<file path="config.mk">
export PLATFORM = sky130hd
export DESIGN_NAME = ffe_tdm_mac
export DESIGN_NICKNAME = d
export VERILOG_FILES = /design/src/rtl/ffe_pkg.sv /design/src/rtl/ffe_round_sat.sv /design/src/rtl/ffe_tdm_mac.sv
export SDC_FILE = /design/constraint.sdc
export NUM_CORES = 1
export LEC_CHECK = 0
export BUFFER_PORTS_ARGS = -buffer_cell sky130_fd_sc_hd__buf_2
export CAP_MARGIN = 30
export CORE_MARGIN = 3
export CORE_UTILIZATION = 45
export DETAILED_ROUTE_END_ITERATION = 7
export PLACE_DENSITY = 0.6
export SLEW_MARGIN = 20
export SYNTH_ARGS = -nofsm -noshare
export SYNTH_HDL_FRONTEND = slang
export SYNTH_SLANG_ARGS = --single-unit
</file>
<file path="constraint.sdc">
create_clock -name ffe_clk -period 6.4 [get_ports ffe_clk]
set_clock_uncertainty 0.05 [all_clocks]
set_input_delay 0.64 -clock ffe_clk [delete_from_list [all_inputs] [get_ports ffe_clk]]
set_output_delay 0.64 -clock ffe_clk [all_outputs]
set_load 0.03 [all_outputs]
</file>
<file path="src/rtl/ffe_pkg.sv">
// rtl/ffe_pkg.sv - shared types and width derivations for the time-multiplexed FFE
package ffe_pkg;

    typedef enum logic [1:0] {
        IDLE,
        MAC,
        OUT
    } ffe_state_t;

    function automatic int clog2(input int value);
        int r;
        r = 0;
        while ((1 << r) < value) begin
            r++;
        end
        return (r < 1) ? 1 : r;
    endfunction

    // Wide enough that NUM_TAPS full-scale products can never overflow.
    function automatic int acc_width(input int data_w, input int addr_w);
        return 2 * data_w + addr_w;
    endfunction

    function automatic int round_const(input int frac);
        return 1 << (frac - 1);
    endfunction

endpackage

</file>
<file path="src/rtl/ffe_round_sat.sv">
// rtl/ffe_round_sat.sv - round half toward +inf, drop fraction bits, clamp to output width
module ffe_round_sat
    import ffe_pkg::*;
#(
    parameter int IN_W      = 26,
    parameter int DATA_W    = 12,
    parameter int COEF_FRAC = 10
) (
    input  logic signed [IN_W-1:0]   acc,
    output logic signed [DATA_W-1:0] y
);

    localparam int RND = round_const(COEF_FRAC);
    localparam logic signed [IN_W:0] SAT_MAX = {{(IN_W-DATA_W+2){1'b0}}, {(DATA_W-1){1'b1}}};
    localparam logic signed [IN_W:0] SAT_MIN = {{(IN_W-DATA_W+2){1'b1}}, {(DATA_W-1){1'b0}}};

    logic signed [IN_W:0] sum;
    logic signed [IN_W:0] shifted;

    assign sum     = {acc[IN_W-1], acc} + (IN_W+1)'(RND);
    assign shifted = sum >>> COEF_FRAC;

    always_comb begin
        y = shifted[DATA_W-1:0];
        if (shifted > SAT_MAX) begin
            y = {1'b0, {(DATA_W-1){1'b1}}};
        end else if (shifted < SAT_MIN) begin
            y = {1'b1, {(DATA_W-1){1'b0}}};
        end
    end

endmodule

</file>
<file path="src/rtl/ffe_tdm_mac.sv">
// rtl/ffe_tdm_mac.sv - FFE with one shared MAC, one tap per clock, double-buffered coefficients
module ffe_tdm_mac
    import ffe_pkg::*;
#(
    parameter int DATA_W    = 12,
    parameter int NUM_TAPS  = 4,
    parameter int COEF_FRAC = 10,
    localparam int ADDR_W   = clog2(NUM_TAPS)
) (
    input  logic                     ffe_clk,
    input  logic                     rst,
    input  logic                     in_valid,
    output logic                     in_ready,
    input  logic signed [DATA_W-1:0] d_in,
    input  logic                     coef_wr_en,
    input  logic [ADDR_W-1:0]        coef_wr_addr,
    input  logic signed [DATA_W-1:0] coef_wr_data,
    input  logic                     coef_commit,
    input  logic                     overrun_clr,
    output logic                     out_valid,
    output logic signed [DATA_W-1:0] y,
    output logic                     overrun
);

    localparam int ACC_W  = acc_width(DATA_W, ADDR_W);
    localparam int PROD_W = 2 * DATA_W;

    ffe_state_t               state;
    logic signed [DATA_W-1:0] x_line   [NUM_TAPS];
    logic signed [DATA_W-1:0] c_shadow [NUM_TAPS];
    logic signed [DATA_W-1:0] c_act    [NUM_TAPS];
    logic signed [ACC_W-1:0]  acc;
    logic [ADDR_W-1:0]        tap;
    logic                     commit_pend;
    logic signed [PROD_W-1:0] prod;
    logic signed [DATA_W-1:0] y_next;
    logic                     busy_hit;
    logic                     wr_hit;

    assign busy_hit = (state != IDLE) && in_valid;
    assign wr_hit   = coef_wr_en && ({1'b0, coef_wr_addr} < (ADDR_W+1)'(NUM_TAPS));
    assign prod     = PROD_W'(x_line[tap]) * PROD_W'(c_act[tap]);

    ffe_round_sat #(
        .IN_W     (ACC_W),
        .DATA_W   (DATA_W),
        .COEF_FRAC(COEF_FRAC)
    ) u_round_sat (
        .acc(acc),
        .y  (y_next)
    );

    always_ff @(posedge ffe_clk or posedge rst) begin
        if (rst) begin
            state       <= IDLE;
            acc         <= '0;
            tap         <= '0;
            commit_pend <= 1'b0;
            in_ready    <= 1'b1;
            out_valid   <= 1'b0;
            y           <= '0;
            overrun     <= 1'b0;
            for (int i = 0; i < NUM_TAPS; i++) begin
                x_line[i]   <= '0;
                c_shadow[i] <= '0;
                c_act[i]    <= '0;
            end
        end else begin
            if (wr_hit) begin
                c_shadow[coef_wr_addr] <= coef_wr_data;
            end
            // Copy only while idle so a computation never sees a half-updated bank.
            if (state == IDLE && commit_pend) begin
                c_act <= c_shadow;
            end
            commit_pend <= coef_commit || (commit_pend && state != IDLE);

            if (busy_hit) begin
                overrun <= 1'b1;
            end else if (overrun_clr) begin
                overrun <= 1'b0;
            end

            out_valid <= 1'b0;
            case (state)
                IDLE: begin
                    if (in_valid) begin
                        x_line[0] <= d_in;
                        for (int i = 1; i < NUM_TAPS; i++) begin
                            x_line[i] <= x_line[i-1];
                        end
                        acc      <= '0;
                        tap      <= '0;
                        in_ready <= 1'b0;
                        state    <= MAC;
                    end
                end
                MAC: begin
                    acc <= acc + ACC_W'(prod);
                    tap <= tap + 1'b1;
                    if (tap == ADDR_W'(NUM_TAPS - 1)) begin
                        state <= OUT;
                    end
                end
                OUT: begin
                    y         <= y_next;
                    out_valid <= 1'b1;
                    in_ready  <= 1'b1;
                    state     <= IDLE;
                end
                default: state <= IDLE;
            endcase
        end
    end

endmodule

</file>
==> results of run 1 <==
## repair_timing
item,4_1_cts,5_1_grt
pin swaps,0,17
cloned,0,5
setup endpoints to repair,3,10
buffers inserted,2,12
hold endpoints to repair,0,0
resized for setup,1,49
## Yosys cell counts (all sizes together), types with 5 or more instances
master and number:
xor2 10, and2 76, fa 171, ha 72
clkbuf 31, nand4 5, o21ai 35, nand3 17
inv 195, mux4 23, xnor2 28, buf 30
mux2 97, o31ai 8, a21o 6, dfrtp 189
nor2 22, o211ai 14, a21oi 16, and3 6
nand2 260
## cells in the final DEF, fill, tap and decap left out, drive strengths merged, types with 19 or more instances in the layout
| cell | instances |
|---|---|
| o21ai | 35 |
| nor2 | 22 |
| buf | 147 |
| mux4 | 26 |
| clkbuf | 19 |
| inv | 201 |
| dfrtp | 189 |
| and2 | 76 |
| nand2 | 260 |
| mux2 | 97 |
| ha | 72 |
| fa | 171 |
| xnor2 | 28 |
## final cells by class
cell class	count	area (µm²)
timing repair buffer	149	1130
clock buffer	17	425
clock inverter	15	229
fill	2767	14800
multi-input combinational	914	9170
inverter	195	739
sequential	190	4760
tap	435	544
## cells by family (layout without fill, tap and decap cells)
family	count (synthesis)	count (layout)	synth area share, %
xor gates and xnor gates	38	38	2.27
adders and majority gates	243	243	29.5
muxes	122	125	11.1
buffers and inverters	256	376	6.90
AOI/OAI and AO/OA	102	102	5.00
and+or+nand+nor	406	406	12.7
DFF	190	190	32.5
## per-layer routing
metal	global-route usage (%)	share of wire, %
met5	0	0
met1	27.0	48
met3	2.35	3.9
met4	4.39	1.9
met2	30.9	47
## final timing paths
| path | startpoint | endpoint | slack (ns) | cells past startpoint |
|---|---|---|---|---|
| min in group ffe_clk | overrun_clr | overrun$_DFFE_PP0P_ | 0.32 | 2 |
| worst max register to register | tap[0]$_DFFE_PP0P_ | acc[25]$_DFFE_PP0P_ | 0.002 | 17 |
| worst min register to register | in_ready$_DFFE_PP1P_ | in_ready$_DFFE_PP1P_ | 0.41 | 2 |
| max in group asynchronous | rst | tap[1]$_DFFE_PP0P_ | 4.80 | 4 |
| worst max-delay path | tap[0]$_DFFE_PP0P_ | acc[25]$_DFFE_PP0P_ | 0.002 | 17 |
| worst min-delay path | rst | c_shadow[40]$_DFFE_PP0P_ | 0.30 | 2 |
## worst max-delay path, stage by stage (launching register included)
cell	delay (ns)
dfrtp_2	0.47
buf_12	0.18
mux4_2	0.52
or2_4	0.27
fa_1	0.51
fa_1	0.58
inv_2	0.04
fa_1	0.53
fa_1	0.52
fa_1	0.52
fa_1	0.55
ha_4	0.31
nand4_1	0.14
a311oi_1	0.30
a211o_1	0.22
o2111ai_2	0.14
buf_4	0.17
a311o_1	0.25
## registers in the layout (all words and copies together) (netlist names), 2 cells and up
| signal | cells |
|---|---|
| c_act | 48 |
| state | 2 |
| x_line | 48 |
| c_shadow | 48 |
| tap | 2 |
| acc | 26 |
| y | 12 |
## metrics by stage
step,setup WS (ns),instances,instance area (µm²)
6_report,0.00201,1915,17000
5_1_grt,-0.219,1915,17000
4_1_cts,0.0217,1897,16500
3_5_place_dp,-0.0234,1863,15900
3_3_place_gp,0.0602,1862,15800
2_1_floorplan,0.00648,1357,14700
==> results.sh, run 1 <==
export IMPL_critical_path_arrival_ns=6.68
export IMPL_synth_area_leader_cell="dfrtp_1"
export IMPL_cts_root_buf="clkbuf_16"
export IMPL_grt_pass1_vias=10100
export IMPL_utilization_pct=53.5
export IMPL_antenna_found_initial=0
export IMPL_yosys_most_used_dff="dfrtp_1"
export IMPL_die_h_um=186
export IMPL_postCtsHoldBufs=0
export IMPL_htreeDepth=4
export IMPL_period_share_pct=100
export IMPL_setup_viol=0
export IMPL_hp_class="input pin to asynchronous set/reset pin"
export IMPL_crit_fanout=8
export IMPL_critPathKind="flop to flop"
export IMPL_num_vias=9698
export IMPL_dr_pass1_iters=7
export IMPL_ys_warn_count=0
export IMPL_synth_top_area_share_pct=32.3
export IMPL_fin_nets=1742
export IMPL_grt_use_total_pct=18.8
export IMPL_n_antenna_cell=0
export IMPL_grt_ovfl_total=0
export IMPL_ys_async_sr_fraction_pct=100
export IMPL_synth_cell_types=56
export IMPL_post_drt_wl_per_cell_um=17.2
export IMPL_viasPerCell=5.06
export IMPL_synth_edf_count=0
export IMPL_drc=0
export IMPL_start_util_pct=46.1
export IMPL_die_area_mm2=0.0347
export IMPL_period_minus_slack_ns=6.40
export IMPL_final_antenna_net_count=0
export IMPL_numCtsBuffers=17
export IMPL_end_kind="flop"
export IMPL_status="finished clean"
export IMPL_synth_area_mm2=0.0146
export IMPL_finalMaxSlewViolations=0
export IMPL_clk_pin_slew_ns=0.09
export IMPL_port_buffers=46
export IMPL_coreArea_mm2=0.0318
export IMPL_die_width_um=186
export IMPL_maxSlewHeadroom_pct=34.8
export IMPL_grt_max_degree=123
export IMPL_yosysSeqAreaShare_pct=32.5
export IMPL_avgSynthCellArea_um2=10.8
export IMPL_tns_ns=0
export IMPL_num_io_pins=47
export IMPL_drive_above_1_share_pct=24.9
export IMPL_synth_cells=1357
export IMPL_start_kind="flop"
export IMPL_clock_latency_ns=0.46
export IMPL_cp_data_required_time_ns=6.68
export IMPL_cts_tree="yes"
export IMPL_hold_viol_final=0
export IMPL_ys_seq_elements=190
export IMPL_gp_congestion=0.870
export IMPL_synthTopCellsByArea="dfrtp_1 (32%), fa_1 (23%), mux2_2 (7.5%)"
export IMPL_max_freq_mhz=156
export IMPL_drt_iter0_drc=481
export IMPL_holdWs_ns=0.299
export IMPL_cts_sink_count=190
export IMPL_cts_buffer_depth=2
export IMPL_rows=65
export IMPL_drv_cap=0
export IMPL_worst_slew_pin_slew_ns=0.974
export IMPL_syn_nets=1632
export IMPL_grt_pass1_wl_um=53100
export IMPL_hpwl_um=23800
export IMPL_rsz0062_at_grt="true"
export IMPL_wl_um=32900
export IMPL_area_growth_syn_to_layout_pct=16.1
Power of run 1 is not shown: default switching activity piles up to over one toggle a cycle in this logic, so the estimate is an artifact.
==> inputs of run 2 (changes only) <==
--- a/config.mk
+++ b/config.mk
@@ -11,6 +11,7 @@
 export CORE_UTILIZATION = 45
 export DETAILED_ROUTE_END_ITERATION = 7
 export PLACE_DENSITY = 0.6
+export REMOVE_ABC_BUFFERS = 1
 export SLEW_MARGIN = 20
 export SYNTH_ARGS = -nofsm -noshare
 export SYNTH_HDL_FRONTEND = slang
==> results.sh, run 2 (synthesis gave the netlist of run 1 again) <==
export IMPL_post_drt_wl_per_cell_um=18.4
export IMPL_top_regs="c_act x48, c_shadow x48, x_line x48"
export IMPL_num_vias=9846
export IMPL_fillers=2752
export IMPL_wl_um=35400
export IMPL_dpl_worst_slack_ns=-0.0650
export IMPL_gp_congestion=0.898
export IMPL_tns_ns=0
export IMPL_grt_pass1_wl_um=56800
export IMPL_antenna_found_initial=2
export IMPL_coreArea_mm2=0.0318
export IMPL_start_util_pct=46.1
export IMPL_viasPerCell=5.11
export IMPL_cts_buffer_depth=2
export IMPL_maxSlewHeadroom_pct=44.5
export IMPL_fin_nets=1755
export IMPL_rsz0062_at_grt="true"
export IMPL_period_minus_slack_ns=6.34
export IMPL_numCtsBuffers=17
export IMPL_area_growth_syn_to_layout_pct=17.9
export IMPL_start_kind="flop"
export IMPL_crit_fanout=7
export IMPL_grt_ovfl_total=0
export IMPL_cts_root_buf="clkbuf_16"
export IMPL_setup_viol=0
export IMPL_hold_viol_final=0
export IMPL_clk_pin_slew_ns=0.08
export IMPL_rows=65
export IMPL_drt_iter0_drc=600
export IMPL_drv_cap=0
export IMPL_rrSetupSlack_ns=0.06
export IMPL_cp_data_required_time_ns=6.66
export IMPL_status="finished clean"
export IMPL_finalMaxSlewViolations=0
export IMPL_final_setup_worst_slack_ns=0.0553
export IMPL_critical_path_arrival_ns=6.60
export IMPL_end_kind="flop"
export IMPL_critPathKind="flop to flop"
export IMPL_max_freq_mhz=158
export IMPL_hp_class="input pin to asynchronous set/reset pin"
export IMPL_period_share_pct=99.1
export IMPL_num_io_pins=47
export IMPL_most_common_layout_cells="nand2_1 (257), dfrtp_1 (188), inv_1 (187), fa_1 (162), mux2_2 (97)"
export IMPL_dp_cells=1863
export IMPL_grt_use_total_pct=20.5
export IMPL_fin_cells=1927
export IMPL_grt_max_degree=119
export IMPL_clock_latency_ns=0.45
export IMPL_grt_pass1_vias=10400
export IMPL_hpwl_um=25900
export IMPL_port_buffers=46
export IMPL_cts_tree="yes"
export IMPL_htreeDepth=4
export IMPL_dr_pass1_iters=4
export IMPL_die_h_um=186
export IMPL_die_area_mm2=0.0347
export IMPL_n_antenna_cell=0
export IMPL_worst_slew_pin_slew_ns=0.832
export IMPL_drc=0
export IMPL_final_common_cell="nand2_1"
export IMPL_cts_sink_count=190
export IMPL_final_antenna_net_count=0
export IMPL_die_width_um=186
export IMPL_drive_above_1_share_pct=27.3
## run 2: changes by cell type in the layout (fill, tap and decap cells not counted), moves of 6 or more
cell,before,now
fa_2,3,9
fa_1,168,162
buf_6,5,17
ha_4,9,20
ha_1,62,51
## run 2: layout make-up
cell class	count	area, µm²	area share [%]
Clock buffer	17	425	2.46
Clock inverter	14	151	0.877
Inverter	195	742	4.30
Multi-Input combinational cell	913	9350	54.2
Sequential cell	190	4760	27.6
Tap cell	435	544	3.15
Timing Repair Buffer	163	1290	7.49
## run 2: final timing paths
kind	start	end	cells after the start
max	tap[0]$_DFFE_PP0P_	acc[21]$_DFFE_PP0P_	21
min	rst	commit_pend$_DFF_PP0_	2
max reg2reg	tap[0]$_DFFE_PP0P_	acc[21]$_DFFE_PP0P_	21
min reg2reg	in_ready$_DFFE_PP1P_	in_ready$_DFFE_PP1P_	2
max in group asynchronous	rst	c_act[21]$_DFFE_PP0P_	4
min in group ffe_clk	coef_commit	commit_pend$_DFF_PP0_	2
## run 2: layer usage
layer	up-vias	share of wire (%)	global-route usage [%]
li1	4574	-	-
met1	5026	45	29.2
met2	206	47	33.5
met3	40	5.4	3.36
met4	0	2.1	4.33
met5	-	0	0
## run 2: what timing repair did
item	4_1_cts	5_1_grt
cloned	0	3
pin swaps	4	60
endpoints found under the setup margin	6	13
resized for setup	8	103
hold buffers	0	0
buffers inserted	2	27
hold endpoints to repair	0	0
## run 2: worst max-delay path, stage by stage, from the launching register on
cell      delay, ns
dfrtp_1        0.41
buf_12         0.15
buf_12         0.14
buf_6          0.10
mux4_2         0.57
and2_4         0.20
fa_1           0.49
inv_2          0.05
fa_1           0.49
inv_2          0.04
fa_1           0.48
fa_1           0.55
fa_1           0.44
fa_1           0.49
ha_4           0.32
nand4_1        0.15
a311oi_2       0.31
a211o_1        0.23
buf_6          0.13
o21ai_1        0.08
xor2_1         0.22
o21ai_1        0.11
## run 2: metrics by stage
step | instance area (µm²) | util (%) | hold WS [ns]
final | 17300 | 54.3 | 0.293
after global routing | 17300 | 54.3 | 0.334
after CTS | 16500 | 51.8 | 0.312
after detailed placement | 15800 | 49.8 | 0.400
after global placement | 15800 | 49.8 | 0.398
after floorplan | 14400 | - | 0.391
Power of run 2 is left out for the same reason.
